==> config.mk <==
export PLATFORM = sky130hd
export DESIGN_NAME = bp_me_cfg_responder
export DESIGN_NICKNAME = d
export VERILOG_FILES = /design/src/rtl/bp_me_cfg_responder.sv
export SDC_FILE = /design/constraint.sdc
export NUM_CORES = 1
export LEC_CHECK = 0
export ABC_AREA = 1
export CORE_AREA = 2 2 188 190
export DETAILED_ROUTE_END_ITERATION = 8
export DIE_AREA = 0 0 190 192
export DONT_BUFFER_PORTS = 1
export SYNTH_ARGS = -nofsm -noshare
export SYNTH_HDL_FRONTEND = slang
export SYNTH_SLANG_ARGS = --single-unit
==> constraint.sdc <==
create_clock -name clk_i -period 1.5 [get_ports clk_i]
set_input_delay 0.3 -clock clk_i [delete_from_list [all_inputs] [get_ports clk_i]]
set_output_delay 0.3 -clock clk_i [all_outputs]
set_load 0.05 [all_outputs]
==> src/rtl/bp_me_cfg_responder.sv <==
// bp_me_cfg_responder: per-tile configuration endpoint for the uncached
// config command stream. Each accepted uc_wr/uc_rd either updates or reads a
// config register, or drives the CCE ucode RAM port. Exactly one response is
// returned per accepted command, including error cases.
//
// Optional build macro: BP_ME_CFG_TILE_CHECK_EN. When defined, a command only
// hits this endpoint if its tile field matches tile_id_i.
//
// Header layout, MSB to LSB: payload | size | addr | subop | msg_type
// Local address layout, MSB to LSB: nonlocal | tile | dev | dev_addr
//
// state      | meaning
// -----------+-------------------------------------------------------------
// IDLE       | ready for a command; latch header, data and decode on accept
// EXEC       | apply the command; ucode strobe is high in this cycle
// UC_RD_WAIT | capture ucode read data returned one cycle after the strobe
// RESP       | hold the response until it is consumed
module bp_me_cfg_responder
  #(parameter int paddr_width_p         = 40
   ,parameter int dev_addr_width_gp     = 20
   ,parameter int dword_width_gp        = 64
   ,parameter int tile_id_width_p       = 7
   ,parameter int payload_width_p       = 16
   ,parameter int lce_mode_width_p      = 3
   ,parameter int cce_mode_width_p      = 1
   ,parameter int inst_ram_els_p        = 256
   ,parameter int inst_ram_addr_width_p = 8
   ,parameter int inst_width_p          = 64
   ,localparam int msg_type_width_lp    = 4
   ,localparam int subop_width_lp       = 4
   ,localparam int size_width_lp        = 3
   ,localparam int mem_header_width_lp  = payload_width_p + size_width_lp + paddr_width_p
                                          + subop_width_lp + msg_type_width_lp
   )
  (input  logic                             clk_i
  ,input  logic                             reset_n_i
  ,input  logic [tile_id_width_p-1:0]       tile_id_i

  ,input  logic [mem_header_width_lp-1:0]   io_cmd_header_i
  ,input  logic [dword_width_gp-1:0]        io_cmd_data_i
  ,input  logic                             io_cmd_v_i
  ,output logic                             io_cmd_ready_and_o
  ,input  logic                             io_cmd_last_i

  ,output logic [mem_header_width_lp-1:0]   io_resp_header_o
  ,output logic [dword_width_gp-1:0]        io_resp_data_o
  ,output logic                             io_resp_v_o
  ,input  logic                             io_resp_yumi_i
  ,output logic                             io_resp_last_o

  ,output logic                             freeze_o
  ,output logic [lce_mode_width_p-1:0]      icache_mode_o
  ,output logic [lce_mode_width_p-1:0]      dcache_mode_o
  ,output logic [cce_mode_width_p-1:0]      cce_mode_o
  ,output logic [dword_width_gp-1:0]        hio_mask_o

  ,output logic                             ucode_v_o
  ,output logic                             ucode_w_o
  ,output logic [inst_ram_addr_width_p-1:0] ucode_addr_o
  ,output logic [inst_width_p-1:0]          ucode_data_o
  ,input  logic [inst_width_p-1:0]          ucode_data_i

  ,output logic                             err_o
  );

  localparam int dev_width_lp      = 4;
  localparam int nonlocal_width_lp = paddr_width_p - tile_id_width_p - dev_width_lp - dev_addr_width_gp;
  localparam int addr_lsb_lp       = msg_type_width_lp + subop_width_lp;

  localparam logic [msg_type_width_lp-1:0] e_bedrock_mem_uc_rd = 4'd2;
  localparam logic [msg_type_width_lp-1:0] e_bedrock_mem_uc_wr = 4'd3;

  localparam logic [dev_width_lp-1:0] cfg_dev_gp = 4'd2;

  localparam logic [dev_addr_width_gp-1:0] cfg_reg_freeze_gp      = 'h0_0008;
  localparam logic [dev_addr_width_gp-1:0] cfg_reg_icache_mode_gp = 'h0_0010;
  localparam logic [dev_addr_width_gp-1:0] cfg_reg_dcache_mode_gp = 'h0_0018;
  localparam logic [dev_addr_width_gp-1:0] cfg_reg_cce_mode_gp    = 'h0_0020;
  localparam logic [dev_addr_width_gp-1:0] cfg_reg_hio_mask_gp    = 'h0_0028;

  localparam logic [31:0] cfg_mem_cce_ucode_base_gp = 32'h0000_8000;
  localparam logic [31:0] ucode_lim_lp = cfg_mem_cce_ucode_base_gp + 32'(8 * inst_ram_els_p);

  localparam logic [lce_mode_width_p-1:0] e_lce_mode_uncached = '0;
  localparam logic [cce_mode_width_p-1:0] e_cce_mode_uncached = '0;

  typedef struct packed {
    logic [nonlocal_width_lp-1:0] nonlocal;
    logic [tile_id_width_p-1:0]   tile;
    logic [dev_width_lp-1:0]      dev;
    logic [dev_addr_width_gp-1:0] addr;
  } local_addr_s;

  typedef enum logic [1:0] {e_idle, e_exec, e_uc_rd_wait, e_resp} state_e;
  typedef enum logic [2:0] {e_op_err, e_op_reg_wr, e_op_reg_rd, e_op_uc_wr, e_op_uc_rd} op_e;
  typedef enum logic [2:0] {e_sel_freeze, e_sel_icache, e_sel_dcache, e_sel_cce, e_sel_hio} sel_e;

  state_e                     state_r;
  op_e                        op_r, dec_op;
  sel_e                       sel_r, dec_sel;
  logic [mem_header_width_lp-1:0] hdr_r;
  logic [dword_width_gp-1:0]  data_r;
  logic [dword_width_gp-1:0]  reg_rdata;

  logic [msg_type_width_lp-1:0] cmd_msg_li;
  local_addr_s                cmd_addr_li;
  logic [31:0]                cmd_off_li, ucode_off_li;
  logic                       cmd_is_wr, cmd_is_rd, tile_hit_li, cmd_hit_li;
  logic                       reg_hit_li, uc_hit_li;
  logic [inst_ram_addr_width_p-1:0] dec_idx;
  logic                       unused_bits;

  assign cmd_msg_li   = io_cmd_header_i[msg_type_width_lp-1:0];
  assign cmd_addr_li  = io_cmd_header_i[addr_lsb_lp+:paddr_width_p];
  assign cmd_off_li   = 32'(cmd_addr_li.addr);
  assign ucode_off_li = cmd_off_li - cfg_mem_cce_ucode_base_gp;
  assign dec_idx      = ucode_off_li[inst_ram_addr_width_p+2:3];
  assign cmd_is_wr    = (cmd_msg_li == e_bedrock_mem_uc_wr);
  assign cmd_is_rd    = (cmd_msg_li == e_bedrock_mem_uc_rd);
  assign uc_hit_li    = (cmd_off_li >= cfg_mem_cce_ucode_base_gp) && (cmd_off_li < ucode_lim_lp);

`ifdef BP_ME_CFG_TILE_CHECK_EN
  assign tile_hit_li = (cmd_addr_li.tile == tile_id_i);
  assign unused_bits = ^{io_cmd_last_i, ucode_off_li[2:0], ucode_off_li[31:inst_ram_addr_width_p+3]};
`else
  // Tile field is deliberately ignored in this build.
  assign tile_hit_li = 1'b1;
  assign unused_bits = ^{io_cmd_last_i, ucode_off_li[2:0], ucode_off_li[31:inst_ram_addr_width_p+3],
                         cmd_addr_li.tile, tile_id_i};
`endif

  // A hit needs a uc message to the cfg device of this (local) tile.
  assign cmd_hit_li = (cmd_is_wr | cmd_is_rd) && (cmd_addr_li.dev == cfg_dev_gp)
                      && (cmd_addr_li.nonlocal == '0) && tile_hit_li;

  assign io_resp_header_o = hdr_r;
  assign io_resp_last_o   = 1'b1;

  // Decode the incoming command into an operation and register select.
  always_comb begin
    dec_op     = e_op_err;
    dec_sel    = e_sel_freeze;
    reg_hit_li = 1'b1;
    case (cmd_addr_li.addr)
      cfg_reg_freeze_gp:      dec_sel = e_sel_freeze;
      cfg_reg_icache_mode_gp: dec_sel = e_sel_icache;
      cfg_reg_dcache_mode_gp: dec_sel = e_sel_dcache;
      cfg_reg_cce_mode_gp:    dec_sel = e_sel_cce;
      cfg_reg_hio_mask_gp:    dec_sel = e_sel_hio;
      default:                reg_hit_li = 1'b0;
    endcase
    if (cmd_hit_li) begin
      if (reg_hit_li)
        dec_op = cmd_is_wr ? e_op_reg_wr : e_op_reg_rd;
      else if (uc_hit_li)
        dec_op = cmd_is_wr ? e_op_uc_wr : e_op_uc_rd;
    end
  end

  // Current value of the selected config register, zero-extended.
  always_comb begin
    reg_rdata = '0;
    case (sel_r)
      e_sel_freeze: reg_rdata = dword_width_gp'(freeze_o);
      e_sel_icache: reg_rdata = dword_width_gp'(icache_mode_o);
      e_sel_dcache: reg_rdata = dword_width_gp'(dcache_mode_o);
      e_sel_cce:    reg_rdata = dword_width_gp'(cce_mode_o);
      e_sel_hio:    reg_rdata = hio_mask_o;
      default:      reg_rdata = '0;
    endcase
  end

  // Command FSM with registered handshake, config and ucode outputs.
  always_ff @(posedge clk_i or negedge reset_n_i) begin
    if (!reset_n_i) begin
      state_r            <= e_idle;
      op_r               <= e_op_err;
      sel_r              <= e_sel_freeze;
      hdr_r              <= '0;
      data_r             <= '0;
      io_cmd_ready_and_o <= 1'b0;
      io_resp_v_o        <= 1'b0;
      io_resp_data_o     <= '0;
      ucode_v_o          <= 1'b0;
      ucode_w_o          <= 1'b0;
      ucode_addr_o       <= '0;
      ucode_data_o       <= '0;
      freeze_o           <= 1'b1;
      icache_mode_o      <= e_lce_mode_uncached;
      dcache_mode_o      <= e_lce_mode_uncached;
      cce_mode_o         <= e_cce_mode_uncached;
      hio_mask_o         <= '0;
      err_o              <= 1'b0;
    end else begin
      ucode_v_o <= 1'b0;
      case (state_r)
        e_idle: begin
          if (io_cmd_v_i & io_cmd_ready_and_o) begin
            hdr_r              <= io_cmd_header_i;
            data_r             <= io_cmd_data_i;
            op_r               <= dec_op;
            sel_r              <= dec_sel;
            io_cmd_ready_and_o <= 1'b0;
            // The strobe is registered here so it is high exactly in EXEC.
            ucode_v_o          <= (dec_op == e_op_uc_wr) || (dec_op == e_op_uc_rd);
            ucode_w_o          <= (dec_op == e_op_uc_wr);
            ucode_addr_o       <= dec_idx;
            ucode_data_o       <= io_cmd_data_i[inst_width_p-1:0];
            state_r            <= e_exec;
          end else begin
            io_cmd_ready_and_o <= 1'b1;
          end
        end
        e_exec: begin
          io_resp_data_o <= '0;
          case (op_r)
            e_op_reg_wr: begin
              case (sel_r)
                e_sel_freeze: freeze_o      <= data_r[0];
                e_sel_icache: icache_mode_o <= data_r[lce_mode_width_p-1:0];
                e_sel_dcache: dcache_mode_o <= data_r[lce_mode_width_p-1:0];
                e_sel_cce:    cce_mode_o    <= data_r[cce_mode_width_p-1:0];
                e_sel_hio:    hio_mask_o    <= data_r;
                default: ;
              endcase
              io_resp_v_o <= 1'b1;
              state_r     <= e_resp;
            end
            e_op_reg_rd: begin
              io_resp_data_o <= reg_rdata;
              io_resp_v_o    <= 1'b1;
              state_r        <= e_resp;
            end
            e_op_uc_wr: begin
              io_resp_v_o <= 1'b1;
              state_r     <= e_resp;
            end
            e_op_uc_rd: begin
              state_r <= e_uc_rd_wait;
            end
            default: begin
              err_o       <= 1'b1;
              io_resp_v_o <= 1'b1;
              state_r     <= e_resp;
            end
          endcase
        end
        e_uc_rd_wait: begin
          io_resp_data_o <= dword_width_gp'(ucode_data_i);
          io_resp_v_o    <= 1'b1;
          state_r        <= e_resp;
        end
        e_resp: begin
          if (io_resp_yumi_i) begin
            io_resp_v_o        <= 1'b0;
            io_cmd_ready_and_o <= 1'b1;
            state_r            <= e_idle;
          end
        end
        default: state_r <= e_idle;
      endcase
    end
  end

endmodule

==> results of run 1 <==
-- sequential cells by signal, summed over array words and instances, names as in the netlist, 2 cells and up --
| name | flops |
|---|---|
| io_resp_data_o | 64 |
| dcache_mode_o | 3 |
| hio_mask_o | 64 |
| op_r | 3 |
| sel_r | 3 |
| io_resp_header_o | 60 |
| state_r | 2 |
| ucode_data_o | 64 |
| ucode_addr_o | 7 |
| icache_mode_o | 3 |
-- cell families after synthesis --
| family | after synthesis | share of synthesized area (%) |
|---|---|---|
| multiplexers | 1 | 0.131 |
| flip-flops | 280 | 61.2 |
| buffers and inverters | 183 | 6.99 |
| AND/OR/NAND/NOR | 512 | 17.6 |
| other | 1 | 0.0327 |
| adder cells (fa/ha/maj) | 4 | 0.437 |
| AO/OA/AOI/OAI | 311 | 13.7 |
-- cells in the mapped netlist, drive strengths merged --
cell type,n,area share (%)
a21oi,136,5.9
ha,4,0.44
a31oi,2,0.11
conb,1,0.033
mux2,1,0.13
nand3,20,0.87
o22ai,1,0.055
buf,35,2.1
o21a,1,0.066
nor3,9,0.49
nand2,392,13
o21ai,170,7.4
dfrtp,279,61
nor2,86,2.9
inv,104,3.4
clkbuf,44,1.4
nor3b,1,0.16
nand4,4,0.22
dfstp,1,0.23
o211ai,1,0.066
-- final timing paths --
kind / startpoint / endpoint / slack [ns] / cells after the start
worst min register to register: ucode_data_o[58] / hio_mask_o[58] / 0.55 / 2
max in group asynchronous: reset_n_i / io_resp_data_o[9] / 1.53 / 0
worst max-delay path: state_r[1] / io_resp_data_o[12] / -0.21 / 9
worst max register to register: state_r[1] / io_resp_data_o[12] / -0.21 / 9
worst min-delay path: reset_n_i / ucode_data_o[51] / -0.58 / 0
min in group clk_i: io_cmd_header_i[45] / op_r[2] / 0.06 / 4
-- cells in the final DEF, fill, tap and decap left out, types with 16 or more instances in the layout --
cell	Yosys	layout
dfrtp_2	0	225
buf_12	0	29
nor2_1	85	82
nand2_2	2	117
inv_1	104	97
nand2_1	389	173
clkbuf_16	0	63
o21ai_1	30	100
buf_4	9	71
nand3_1	20	16
a21oi_2	0	54
dlygate4sd3_1	0	194
dfrtp_1	279	54
buf_6	8	29
o21ai_2	0	63
nand2_4	1	100
a21oi_1	136	80
-- metrics by stage --
step	setup TNS, ns	cell area (um2)	utilization [%]
floorplan	-5.48	11500	-
finish	-17.33	19300	56.3
global route	-35.98	19300	56.3
global placement	-15.25	12600	36.7
detailed placement	-29.13	12600	36.7
CTS	-12.88	16500	48.2
-- power groups by stage --
stage	registers, mW	clock network [mW]	logic [mW]
global placement	20.0	0	10.9
detailed placement	20.1	0	11.3
floorplan	20.7	0	6.49
global route	21.0	8.12	18.1
CTS	20.0	7.84	12.8
finish	20.8	7.67	17.1
-- timing repair --
action                                  CTS  global route
gates cloned                             13            45
gates resized for setup                 197           711
hold buffers                            193             1
setup buffers                            25             9
pin swaps                                 8            73
endpoints found under the setup margin  500           448
hold endpoints to repair                475           281
-- worst max-delay path: cells and delay by family (launching register included) --
kind / cells / cell delay, ns
buffers and inverters: 4 / 0.57
adder cells (fa/ha/maj): 1 / 0.17
AND/OR/NAND/NOR: 3 / 0.29
flip-flops: 1 / 0.39
AO/OA/AOI/OAI: 1 / 0.20
-- final cells by class --
cell class | count | area (um2) | share of cell area (%)
Clock buffer | 44 | 903 | 4.68
Tap cell | 455 | 569 | 2.95
Inverter | 104 | 422 | 2.18
Clock inverter | 12 | 130 | 0.674
Sequential cell | 280 | 7290 | 37.7
Timing Repair inverter | 2 | 27.5 | 0.142
Timing Repair Buffer | 379 | 4700 | 24.3
Antenna cell | 1 | 2.50 | 0.0130
Multi-Input combinational cell | 829 | 5270 | 27.3
-- per-layer routing --
metal / vias to the layer above / track usage [%]
li1: 4833 / -
met1: 5443 / 24.2
met2: 606 / 37.7
met3: 125 / 6.25
met4: 0 / 6.83
met5: - / 0
==> qor.csv, run 1 <==
stage;metric;value;unit
run_status;failing checks;hold timing, setup timing;
critical_path;sequence of cells on the critical path;buf_6, ha_4, inv_2, nand2_2, nor2_4, buf_8, clkbuf_16, nand2_4, a21oi_2;
grt;largest net degree at the start of global routing;281;
sta;Max Freq;584;MHz
cells_and_area;number of filler instances in the final layout;2588;
placement;global placement routability congestion;0.826;
floorplanning;placeable core region;34300;um2
pwr;leakage power summed over all cells;9.06;nW
critical_path;nature of the critical path endpoint;register;
cells_and_area;Area Overhead vs Synth;68.6;%
cells_and_area;fraction of layout cells with a size suffix above 1;50.2;%
pwr;largest voltage drop on the vdd net;1.62;mV
drt;vias per cell;5.23;
sta;tightest hold margin;-0.579;ns
grt;GRT Total Usage;21.1;%
drt;DRC;0;
clock_network;clock latency on the worst-skew pair;0.57;ns
drt;1st-iter DRT viols;571;
yosys;share of the yosys chip area belonging to registers;61.2;%
clock_network;clock tree from TritonCTS;done;
critical_path;Critical Path RT;1.96;ns
grt;number of antenna violations at the first check in global routing;1;
floorplanning;Boundary Pins;488;
grt;wire length of the first global-routing pass;59600;um
sta;final worst slack;-0.213;ns
placement;port bufs;0;
clock_network;number of clock sinks seen by CTS;280;
sta;setup violation total in the final timing report;238;
placement;HPWL reported at the end of detailed placement;25700;um
floorplanning;number of standard-cell rows in the floorplan;68;
cells_and_area;filler-free cell count of the finished design;2106;
drt;via count;11000;
pwr;power density normalized to cell area;2360;nW/um2
critical_path;Max stage delay on crit path;0.39;ns
sta;final worst-path cycle share;114;%
pwr;Logic pwr share;37.5;%
yosys;net count after synthesis;1503;
grt;aggregate global routing overflow;0;
critical_path;Max stage delay cell, worst path;dfrtp_1;
critical_path;Worst Path Arrival;2.18;ns
drt;Avg WL per Cell;23.6;um
drt;Top Metal Used;met4;
pwr;switching share of power;51.6;%
sta;Max-slew headroom;62.3;%
yosys;synthesized area;11500;um2
yosys;Mean Syn Cell Area;8.87;um2
yosys;Netlist cell types;28;
floorplanning;die footprint;36500;um2
yosys;number of synthesized register bits;280;
pwr;Power Total;45.5;mW
floorplanning;horizontal die dimension;190;um
sta;time the final worst path needs with I/O delays and setup;1.71;ns
critical_path;element type at the critical path start;register;
cells_and_area;nets@finish;1837;
sta;final hold viol count;280;
grt;vias in the first global route;10400;
pwr;Power Internal;22.0;mW
critical_path;critical path fanouts, max;6;
drt;met3 wire length;4530;um
clock_network;TritonCTS buffer count;30;
drt;total wire length after detailed routing;49700;um
pwr;clock share of power;16.9;%
drt;wl on met1;18400;um
drt;Final ANT Viol Nets;0;
run_status;run status;finished, violations left;
yosys;number of instances in the synthesized netlist;1292;
floorplanning;Starting Density;33.4;%
critical_path;Setup Crit Path Kind;reg2reg;
clock_network;library cell used as clock root buffer;clkbuf_16;
drt;detailed-routing iteration count for the pre-antenna-repair pass;5;
clock_network;clock slew at the register clock pins of the worst setup and hold paths;0.06;ns
sta;Pins Over Slew Limit;0;
clock_network;largest buffer count on any clock path;3;
pwr;Net Switching;23.5;mW
sta;final worst clock skew;0.0241;ns
run;max cap viols;0;
placement;placement-stage worst setup slack;-0.212;ns
yosys;warnings from Yosys;0;
sta;transition time of the tightest slew-check pin;0.566;ns
clock_network;number of levels in the clock H-tree;1;
floorplanning;Die Ht;192;um
placement;Cells after DPL;1769;
drt;metal2 WL;24900;um
worst_hold_path;Hold/Removal Path Class;in2async;
sta;setup repair after global routing missed its margin;yes;
pwr;share of total power in sequential cells;45.6;%
(Power assumes the default switching activity.)
==> run 2: changes to the inputs <==
--- a/config.mk
+++ b/config.mk
@@ -6,10 +6,11 @@
 export NUM_CORES = 1
 export LEC_CHECK = 0
 export ABC_AREA = 1
-export CORE_AREA = 2 2 188 190
+export CORE_AREA = 2 2 191 193
 export DETAILED_ROUTE_END_ITERATION = 8
-export DIE_AREA = 0 0 190 192
-export DONT_BUFFER_PORTS = 1
+export DIE_AREA = 0 0 193 195
+export GPL_ROUTABILITY_DRIVEN = 0
+export PLACE_DENSITY = 0.66
 export SYNTH_ARGS = -nofsm -noshare
 export SYNTH_HDL_FRONTEND = slang
 export SYNTH_SLANG_ARGS = --single-unit
==> run 2 against run 1 <==
The flow finishes with violations (setup timing). Fmax increased by 1.7%. First-iteration DRC count increased by 11%. Flip-flop and latch count unchanged. Combinational power is 94% higher. Final cell count up 12%. Sequential share of layout area is 8.0 points lower. Die area increased by 3.2%. Power rose by 19%. Clock power grew 1%.
==> qor.csv, run 2 (same netlist as run 1, synthesis figures left out) <==
stage;metric;value;unit
drt;total wire length after detailed routing;49000;um
drt;detailed-routing iteration count for the pre-antenna-repair pass;5;
floorplanning;die footprint;37600;um2
sta;final worst-path cycle share;112;%
sta;final worst clock skew;0.0306;ns
worst_hold_path;Hold/Removal Path Class;in2async;
drt;via count;11500;
run_status;run status;finished, violations left;
critical_path;critical path fanouts, max;8;
pwr;Power Total;54.4;mW
sta;final hold viol count;0;
critical_path;CP startpoint;state_r[1];
critical_path;Setup Crit Path Kind;reg2reg;
critical_path;R2R Setup Slk;-0.18;ns
cells_and_area;fraction of layout cells with a size suffix above 1;37.8;%
clock_network;library cell used as clock root buffer;clkbuf_16;
sta;Total Negative Setup Slacks;-27.27;ns
cells_and_area;number of filler instances in the final layout;2500;
run;max cap viols;0;
run_status;failing checks;setup timing;
clock_network;clock slew at the register clock pins of the worst setup and hold paths;0.06;ns
cells_and_area;Area Overhead vs Synth;106;%
sta;Max Freq;594;MHz
floorplanning;Die Ht;195;um
critical_path;element type at the critical path start;register;
pwr;leakage power summed over all cells;10.8;nW
sta;setup violation total in the final timing report;303;
floorplanning;placeable core region;35400;um2
critical_path;reg2reg path depth;10;
drt;vias per cell;4.86;
grt;GRT Total Usage;24.9;%
clock_network;clock latency on the worst-skew pair;0.57;ns
pwr;power density normalized to cell area;2310;nW/um2
floorplanning;horizontal die dimension;193;um
pwr;largest voltage drop on the vdd net;1.82;mV
clock_network;number of clock sinks seen by CTS;280;
critical_path;Worst Path Arrival;2.18;ns
sta;time the final worst path needs with I/O delays and setup;1.68;ns
placement;HPWL reported at the end of detailed placement;32400;um
drt;1st-iter DRT viols;634;
floorplanning;number of standard-cell rows in the floorplan;69;
clock_network;largest buffer count on any clock path;3;
grt;aggregate global routing overflow;0;
clock_network;number of levels in the clock H-tree;1;
cells_and_area;final core occ;66.6;%
grt;number of antenna violations at the first check in global routing;3;
placement;port bufs;478;
floorplanning;Boundary Pins;488;
critical_path;nature of the critical path endpoint;register;
sta;setup repair after global routing missed its margin;yes;
grt;largest net degree at the start of global routing;56;
cells_and_area;combined area of the multi-input logic cells;4700;um2
cells_and_area;nets@finish;2083;
cells_and_area;leading cell type in the layout, fill and taps excluded;buf_12;
sta;Pins Over Slew Limit;0;
floorplanning;Starting Density;32.4;%
drt;Avg WL per Cell;20.7;um
grt;wire length of the first global-routing pass;70800;um
clock_network;clock tree from TritonCTS;done;
cells_and_area;sequential cell area;7010;um2
grt;vias in the first global route;11800;
critical_path;worst flop-to-flop path endpoint;io_resp_data_o[58];
cells_and_area;largest registers ranked by flip-flop count;hio_mask_o: 64 flops, io_resp_data_o: 64 flops, ucode_data_o: 64 flops;
critical_path;worst flop-to-flop path startpoint;state_r[1];
cells_and_area;leading cell types in the layout, fill and taps excluded;buf_12, nand2_1, dfrtp_1, clkdlybuf4s50_1, a21oi_1;
sta;final worst slack;-0.184;ns
critical_path;Critical Path RT;2.00;ns
clock_network;TritonCTS buffer count;31;
drt;Final ANT Viol Nets;0;
drt;DRC;0;
==> run 2: cell types whose count changed in the layout (fill, tap and decap cells not counted), sizes merged, moves of 4 or more <==
cell	before	now
buf	152	420
clkdlybuf4s50	0	197
dlygate4sd3	194	1
clkbuf	77	53
bufbuf	0	4
diode	1	5
==> run 2: how the worst max path moves through the flow <==
| stage | to | slack, ns |
|---|---|---|
| detailed placement | ucode_w_o | -0.43 |
| floorplan | hio_mask_o[63] | -0.12 |
| CTS | hio_mask_o[63] | -0.18 |
| global route | io_resp_header_o[30] | -0.25 |
| global placement | ucode_w_o | -0.39 |
| finish | io_resp_data_o[58] | -0.18 |
==> run 2: layout make-up <==
cell class	instances	share of cell area, %
timing repair buffer	626	41.6
sequential	280	29.8
multi-input combinational	829	20.0
clock buffer	49	4.00
tap	461	2.45
inverter	104	1.76
clock inverter	9	0.435
antenna	5	0.0531
==> run 2: report_power, final <==
group,internal (mW),total [mW],switching [mW]
sequential,10.3,13.4,3.04
combinational,15.2,33.2,18.0
clock,4.63,7.77,3.14
==> run 2: per-layer routing <==
metal | vias up | share of wire, % | global-route usage (%)
li1 | 5321 | - | -
met1 | 5613 | 38 | 29.7
met2 | 466 | 51 | 43.0
met3 | 94 | 7.4 | 6.09
met4 | 0 | 3.7 | 9.43
met5 | - | 0 | 0
==> run 2: what timing repair did <==
action / in CTS / in global routing
gates resized for setup: 145 / 329
pin swaps: 10 / 28
endpoints found under the hold margin: 80 / 0
hold buffers: 1 / 0
setup endpoints to repair: 305 / 354
setup buffers: 22 / 6
gates cloned: 23 / 4
==> run 2: critical path, stage by stage (launching register included) <==
cell	delay, ns
dfrtp_1	0.40
buf_6	0.13
ha_4	0.17
inv_4	0.06
nand2_4	0.05
nor2_4	0.16
buf_12	0.14
buf_16	0.13
buf_12	0.16
nand2_4	0.06
a21oi_2	0.14
==> run 2: metrics by stage <==
stage / area, um2 / setup WS, ns / instances / hold WS (ns)
floorplan: 11500 / -0.121 / 1292 / 0.00441
global route: 23600 / -0.250 / 2360 / 0.225
finish: 23600 / -0.184 / 2363 / 0.211
CTS: 22400 / -0.185 / 2349 / 0.199
detailed placement: 20200 / -0.426 / 2245 / 0.226
global placement: 20200 / -0.394 / 2245 / 0.221
==> run 3: changes to the inputs <==
--- a/config.mk
+++ b/config.mk
@@ -7,6 +7,7 @@
 export LEC_CHECK = 0
 export ABC_AREA = 1
 export CORE_AREA = 2 2 191 193
+export CTS_CLUSTER_SIZE = 28
 export DETAILED_ROUTE_END_ITERATION = 8
 export DIE_AREA = 0 0 193 195
 export GPL_ROUTABILITY_DRIVEN = 0
==> results of run 3 <==
Final layout, timing and power as in run 2 (identical DEF).
